File: src/rtl/int_pkg.sv
// Shared types and constants for the interrupt controller.
package int_pkg;

  typedef enum logic [1:0] {
    StIdle,
    StReq,
    StService
  } int_state_e;

  localparam logic [1:0] REG_MASK = 2'd0;
  localparam logic [1:0] REG_PEND = 2'd1;
  localparam logic [1:0] REG_EOI  = 2'd2;
  localparam logic [1:0] REG_CUR  = 2'd3;

  localparam logic [3:0] INT_REGION = 4'hC;

  // CUR register layout: busy flag above the 4-bit source id.
  function automatic logic [31:0] cur_word(logic busy, logic [3:0] id);
    return {27'b0, busy, id};
  endfunction

endpackage

File: src/rtl/int_prio_enc.sv
// Lowest-index-wins priority encoder over the eligible interrupt sources.
module int_prio_enc #(
  parameter int unsigned NSRC = 4
) (
  input  logic [NSRC-1:0] req_i,
  output logic            valid_o,
  output logic [3:0]      idx_o
);

  // Scan from the top so the lowest set index is the last one written.
  always_comb begin
    valid_o = 1'b0;
    idx_o   = 4'd0;
    for (int i = int'(NSRC) - 1; i >= 0; i--) begin
      if (req_i[i]) begin
        valid_o = 1'b1;
        idx_o   = 4'(i);
      end
    end
  end

endmodule

File: src/rtl/int_ctrl.sv
// Interrupt controller: edge-detected sources, lowest-index arbitration, req/ack/EOI handshake.
// Define INT_SYNC_EN to pass each source through a 2-flop synchroniser before edge detect.
module int_ctrl
  import int_pkg::*;
#(
  parameter int unsigned NSRC     = 4,
  parameter int unsigned VEC_BASE = 1
) (
  input  logic            clk,
  input  logic            rst_n,
  input  logic [NSRC-1:0] src,
  input  logic            sel,
  input  logic [1:0]      addr,
  input  logic            wr,
  input  logic            rd,
  input  logic [31:0]     wdata,
  output logic [31:0]     rdata,
  output logic            int_req,
  output logic [31:0]     int_num,
  input  logic            int_ack
);

  int_state_e      state_q;
  logic [NSRC-1:0] src_s, src_q, src_edge;
  logic [NSRC-1:0] pend_q, pend_d, mask_q, mask_d;
  logic [NSRC-1:0] eligible, cur_onehot;
  logic [3:0]      cur_q, win_idx;
  logic            win_valid, cur_live;
  logic            bus_wr, mask_we, pend_we, eoi_we, ack_take;
  logic            unused_wdata;

`ifdef INT_SYNC_EN
  logic [NSRC-1:0] sync1_q, sync2_q;

  always_ff @(posedge clk or negedge rst_n) begin
    if (!rst_n) begin
      sync1_q <= '0;
      sync2_q <= '0;
    end else begin
      sync1_q <= src;
      sync2_q <= sync1_q;
    end
  end

  assign src_s = sync2_q;
`else
  assign src_s = src;
`endif

  always_ff @(posedge clk or negedge rst_n) begin
    if (!rst_n) src_q <= '0;
    else        src_q <= src_s;
  end

  assign src_edge = src_s & ~src_q;

  assign bus_wr       = sel & wr;
  assign mask_we      = bus_wr & (addr == REG_MASK);
  assign pend_we      = bus_wr & (addr == REG_PEND);
  assign eoi_we       = bus_wr & (addr == REG_EOI);
  assign ack_take     = (state_q == StReq) & int_ack;
  assign unused_wdata = ^wdata[31:NSRC];

  assign eligible   = pend_q & mask_q;
  assign cur_onehot = NSRC'(1) << cur_q;
  assign cur_live   = |(eligible & cur_onehot);

  // A new edge beats a same-cycle W1C or acknowledge on the same bit.
  always_comb begin
    pend_d = pend_q;
    if (pend_we)  pend_d = pend_d & ~wdata[NSRC-1:0];
    if (ack_take) pend_d = pend_d & ~cur_onehot;
    pend_d = pend_d | src_edge;
    mask_d = mask_we ? wdata[NSRC-1:0] : mask_q;
  end

  always_ff @(posedge clk or negedge rst_n) begin
    if (!rst_n) begin
      pend_q <= '0;
      mask_q <= '0;
    end else begin
      pend_q <= pend_d;
      mask_q <= mask_d;
    end
  end

  int_prio_enc #(
    .NSRC(NSRC)
  ) u_prio_enc (
    .req_i  (eligible),
    .valid_o(win_valid),
    .idx_o  (win_idx)
  );

  always_ff @(posedge clk or negedge rst_n) begin
    if (!rst_n) begin
      state_q <= StIdle;
      int_req <= 1'b0;
      int_num <= '0;
      cur_q   <= '0;
    end else begin
      case (state_q)
        StIdle: begin
          if (win_valid) begin
            state_q <= StReq;
            int_req <= 1'b1;
            int_num <= VEC_BASE + 32'(win_idx);
            cur_q   <= win_idx;
          end
        end
        StReq: begin
          if (int_ack) begin
            state_q <= StService;
            int_req <= 1'b0;
          end else if (!cur_live) begin
            // Withdrawn request leaves the vector bus idle, as after EOI.
            state_q <= StIdle;
            int_req <= 1'b0;
            int_num <= '0;
          end
        end
        StService: begin
          if (eoi_we) begin
            state_q <= StIdle;
            int_num <= '0;
          end
        end
        default: state_q <= StIdle;
      endcase
    end
  end

  always_comb begin
    rdata = '0;
    if (sel && rd) begin
      case (addr)
        REG_MASK: rdata[NSRC-1:0] = mask_q;
        REG_PEND: rdata[NSRC-1:0] = pend_q;
        REG_CUR:  rdata = cur_word(state_q == StService, cur_q);
        default:  rdata = '0;
      endcase
    end
  end

endmodule
File: config.mk
export PLATFORM = sky130hd
export DESIGN_NAME = int_ctrl
export DESIGN_NICKNAME = d
export VERILOG_FILES = /design/src/rtl/int_pkg.sv /design/src/rtl/int_prio_enc.sv /design/src/rtl/int_ctrl.sv
export SDC_FILE = /design/constraint.sdc
export NUM_CORES = 1
export LEC_CHECK = 0
export BUFFER_PORTS_ARGS = -buffer_cell sky130_fd_sc_hd__buf_2
export CAP_MARGIN = 20
export CORE_ASPECT_RATIO = 0.9
export CORE_MARGIN = 10
export CORE_UTILIZATION = 41
export DETAILED_ROUTE_END_ITERATION = 10
export GPL_TIMING_DRIVEN = 0
export HOLD_SLACK_MARGIN = 0.06
export PLACE_DENSITY = 0.87
export SETUP_SLACK_MARGIN = 0.02
export SLEW_MARGIN = 20
export SYNTH_ARGS = -nofsm -noshare
export SYNTH_HDL_FRONTEND = slang
export SYNTH_SLANG_ARGS = --single-unit
File: constraint.sdc
create_clock -name clk -period 2.42 [get_ports clk]
set_clock_uncertainty 0.1 [all_clocks]
set_input_delay 0.726 -clock clk [delete_from_list [all_inputs] [get_ports clk]]
set_output_delay 0.726 -clock clk [all_outputs]
set_load 0.02 [all_outputs]
==> impl_metrics.json <==
{
  "critical_path_class": "in -> out",
  "finalSetupViolations": 0,
  "period_minus_slack_ns": 2.30,
  "wl_um": 3530,
  "cp_cell_sequence": "buf_6 -> mux2i_1 -> nor2_1 -> a31oi_1 -> nor2_2 -> buf_2",
  "synthFlopType": "dfrtp_1",
  "path_clk_slew_ns": 0.07,
  "cts_root_buffer": "clkbuf_8",
  "die_w_um": 85.1,
  "antenna_found_initial": 0,
  "htree_num_levels": 1,
  "yosys-top-cells-area": "dfrtp_1 (32%), buf_4 (27%), mux2_2 (3.6%)",
  "swShare_pct": 41.4,
  "worst_slack_ns": 0.116,
  "relSlewSlack_pct": 54.5,
  "die_area_sq_um": 6690,
  "rsz0062_at_grt": "no",
  "cp_top_family": "buffers and inverters",
  "power_leakage_nw": 1.13,
  "grt_pass1_wl_um": 5490,
  "vias_per_cell": 4.04,
  "coreArea_sq_um": 3700,
  "yosysUniqueCellTypes": 36,
  "overflow": 0,
  "crit_path_max_incr_delay_ns": 0.20,
  "grt_max_degree": 21,
  "cts_tree": "yes",
  "io_buffer_count": 22,
  "power.share.sequential_pct": 33.1,
  "critPathBufInv": 2,
  "synth_area_sq_um": 1570,
  "grt_util_all_layers_pct": 9.73,
  "power.share.clock_pct": 12.9,
  "async_flop_share_pct": 100,
  "slew_viol_final": 0,
  "drive_gt1_share_pct": 41.2,
  "first_iter_violations": 98,
  "worst_ep_required_time_ns": 1.59,
  "insertion_delay_ns": 0.26,
  "cp-start-kind": "primary input",
  "ys_warn_count": 0,
  "cts_max_path_buffers": 2,
  "cts_sinks": 20,
  "synth_enable_flop_cells": 0,
  "place_hpwl_um": 3030,
  "post_cts_buffers": 0,
  "yosys_register_bits": 20,
  "tightest_slew_ns": 0.678,
  "min_path_type": "in -> async",
  "holdWs_ns": 0.309,
  "cp.arrival_ns": 1.48,
  "power_density_nw_per_um2": 812,
  "vias": 1175,
  "final_cell_mix": "buf_4 (56), conb_1 (56), buf_2 (22), dfrtp_1 (20), nand2_1 (12)",
  "outcome": "finished clean",
  "grt_pass1_vias": 1131,
  "io_pins": 109,
  "row_count": 21,
  "fin_tns_setup_ns": 0,
  "synth_top_area_share_pct": 32.0,
  "remaining_drc_errors": 0,
  "intPower_mw": 0.954,
  "num_antenna_cells": 0,
  "ant_nets": 0,
  "crit_fanout": 10,
  "max_freq_ghz": 0.434,
  "first_pass_iters": 4,
  "layout.nets": 295,
  "fin_crit_sh_pct": 95.2,
  "power_switching_mw": 0.674,
  "post-place-ws_ns": -0.182,
  "seq_area_frac_synth_pct": 32.0,
  "wire_per_inst_um": 12.1,
  "syn2layout_area_growth_pct": 28.1,
  "start_util_pct": 42.2,
  "p_comb_share_pct": 53.9,
  "drv_cap": 0,
  "ir_drop_mv": 0.412,
  "avgSynthCellArea_sq_um": 9.49,
  "yosysTopAreaCell": "dfrtp_1",
  "synth_cells": 165,
  "cp-end-kind": "output port",
  "place_congestion": 0.845,
  "hold_violations": 0,
  "cp_slowest_cell": "mux2i_1",
  "cts_buffers": 3,
  "fp.dieH_um": 78.6
}
[kinds of logic (layout without fill, tap and decap cells)]
group	count (synthesis)	after routing	share of synthesized area, %
other	1	56	0.240
DFF	20	20	32.0
adders and majority gates	4	4	3.20
muxes	13	13	9.03
AOI/OAI and AO/OA	23	23	11.5
buffers and inverters	67	92	30.5
and+or+nand+nor	37	37	13.6
[power by group through the flow]
| stage | registers, mW | logic (mW) | clock network, mW |
|---|---|---|---|
| after floorplan | 0.556 | 0.671 | 0 |
| after global placement | 0.534 | 0.848 | 0 |
| after detailed placement | 0.543 | 0.871 | 0 |
| after CTS | 0.537 | 0.877 | 0.222 |
| after global routing | 0.552 | 0.966 | 0.231 |
| final | 0.539 | 0.878 | 0.210 |
[sequential cells by signal (all words and copies together) (netlist names)]
signal   count
cur_q        2
int_num      3
int_req      1
mask_q       4
pend_q       4
src_q        4
state_q      2
[what timing repair did]
item | in CTS | in global routing
endpoints found under the setup margin | 4 | 2
hold buffers | 0 | 0
resized for setup | 2 | 4
[routing by layer]
| layer | vias to the layer above | track usage, % | routed length [um] |
|---|---|---|---|
| li1 | 614 | - | - |
| met1 | 510 | 10.5 | 1380 |
| met2 | 46 | 16.0 | 1730 |
| met3 | 5 | 4.64 | 372 |
| met4 | 0 | 3.95 | 48 |
| met5 | - | 0 | 0 |
[Yosys cell counts, drive strengths merged, types with 2 or more instances]
cell,count
dfrtp,20
a31oi,2
a21o,2
mux2i,4
nand2,12
nand4,2
and2b,2
nor2,7
ha,4
inv,7
mux2,9
a22oi,2
and4b,2
nor3,3
clkbuf,2
a21oi,6
o21ai,3
a32o,4
nand3,3
buf,58
[metrics by stage]
stage	utilization (%)	instances	instance area [sq um]	power [mW]
3_5_place_dp	52.8	288	1950	1.41
6_report	54.1	291	2000	1.63
4_1_cts	54.0	291	2000	1.64
2_1_floorplan	-	220	1790	1.23
5_1_grt	54.1	291	2000	1.75
3_3_place_gp	52.8	288	1950	1.38
[area by class of cell]
class                      count  area [sq um]
clock buffer                   3          41.3
fill                         361          1700
multi-input combinational    133           810
sequential                    20           500
inverter                       7          26.3
buffer                        60           459
tap                           46          57.6
timing repair buffer          22           110
[worst paths after layout]
check                                start    endpoint  slack [ns]  depth (start not counted)
worst max-delay path               addr[0]    rdata[1]        0.12                          6
worst min-delay path                 rst_n   mask_q[1]        0.31                          1
worst max register to register  state_q[1]  int_num[1]        0.51                          5
worst min register to register  int_num[0]  int_num[0]        0.40                          1
max in group asynchronous            rst_n  int_num[0]        1.60                          1
min in group clk                int_num[0]  int_num[0]        0.40                          1
(Power assumes the default switching activity.)
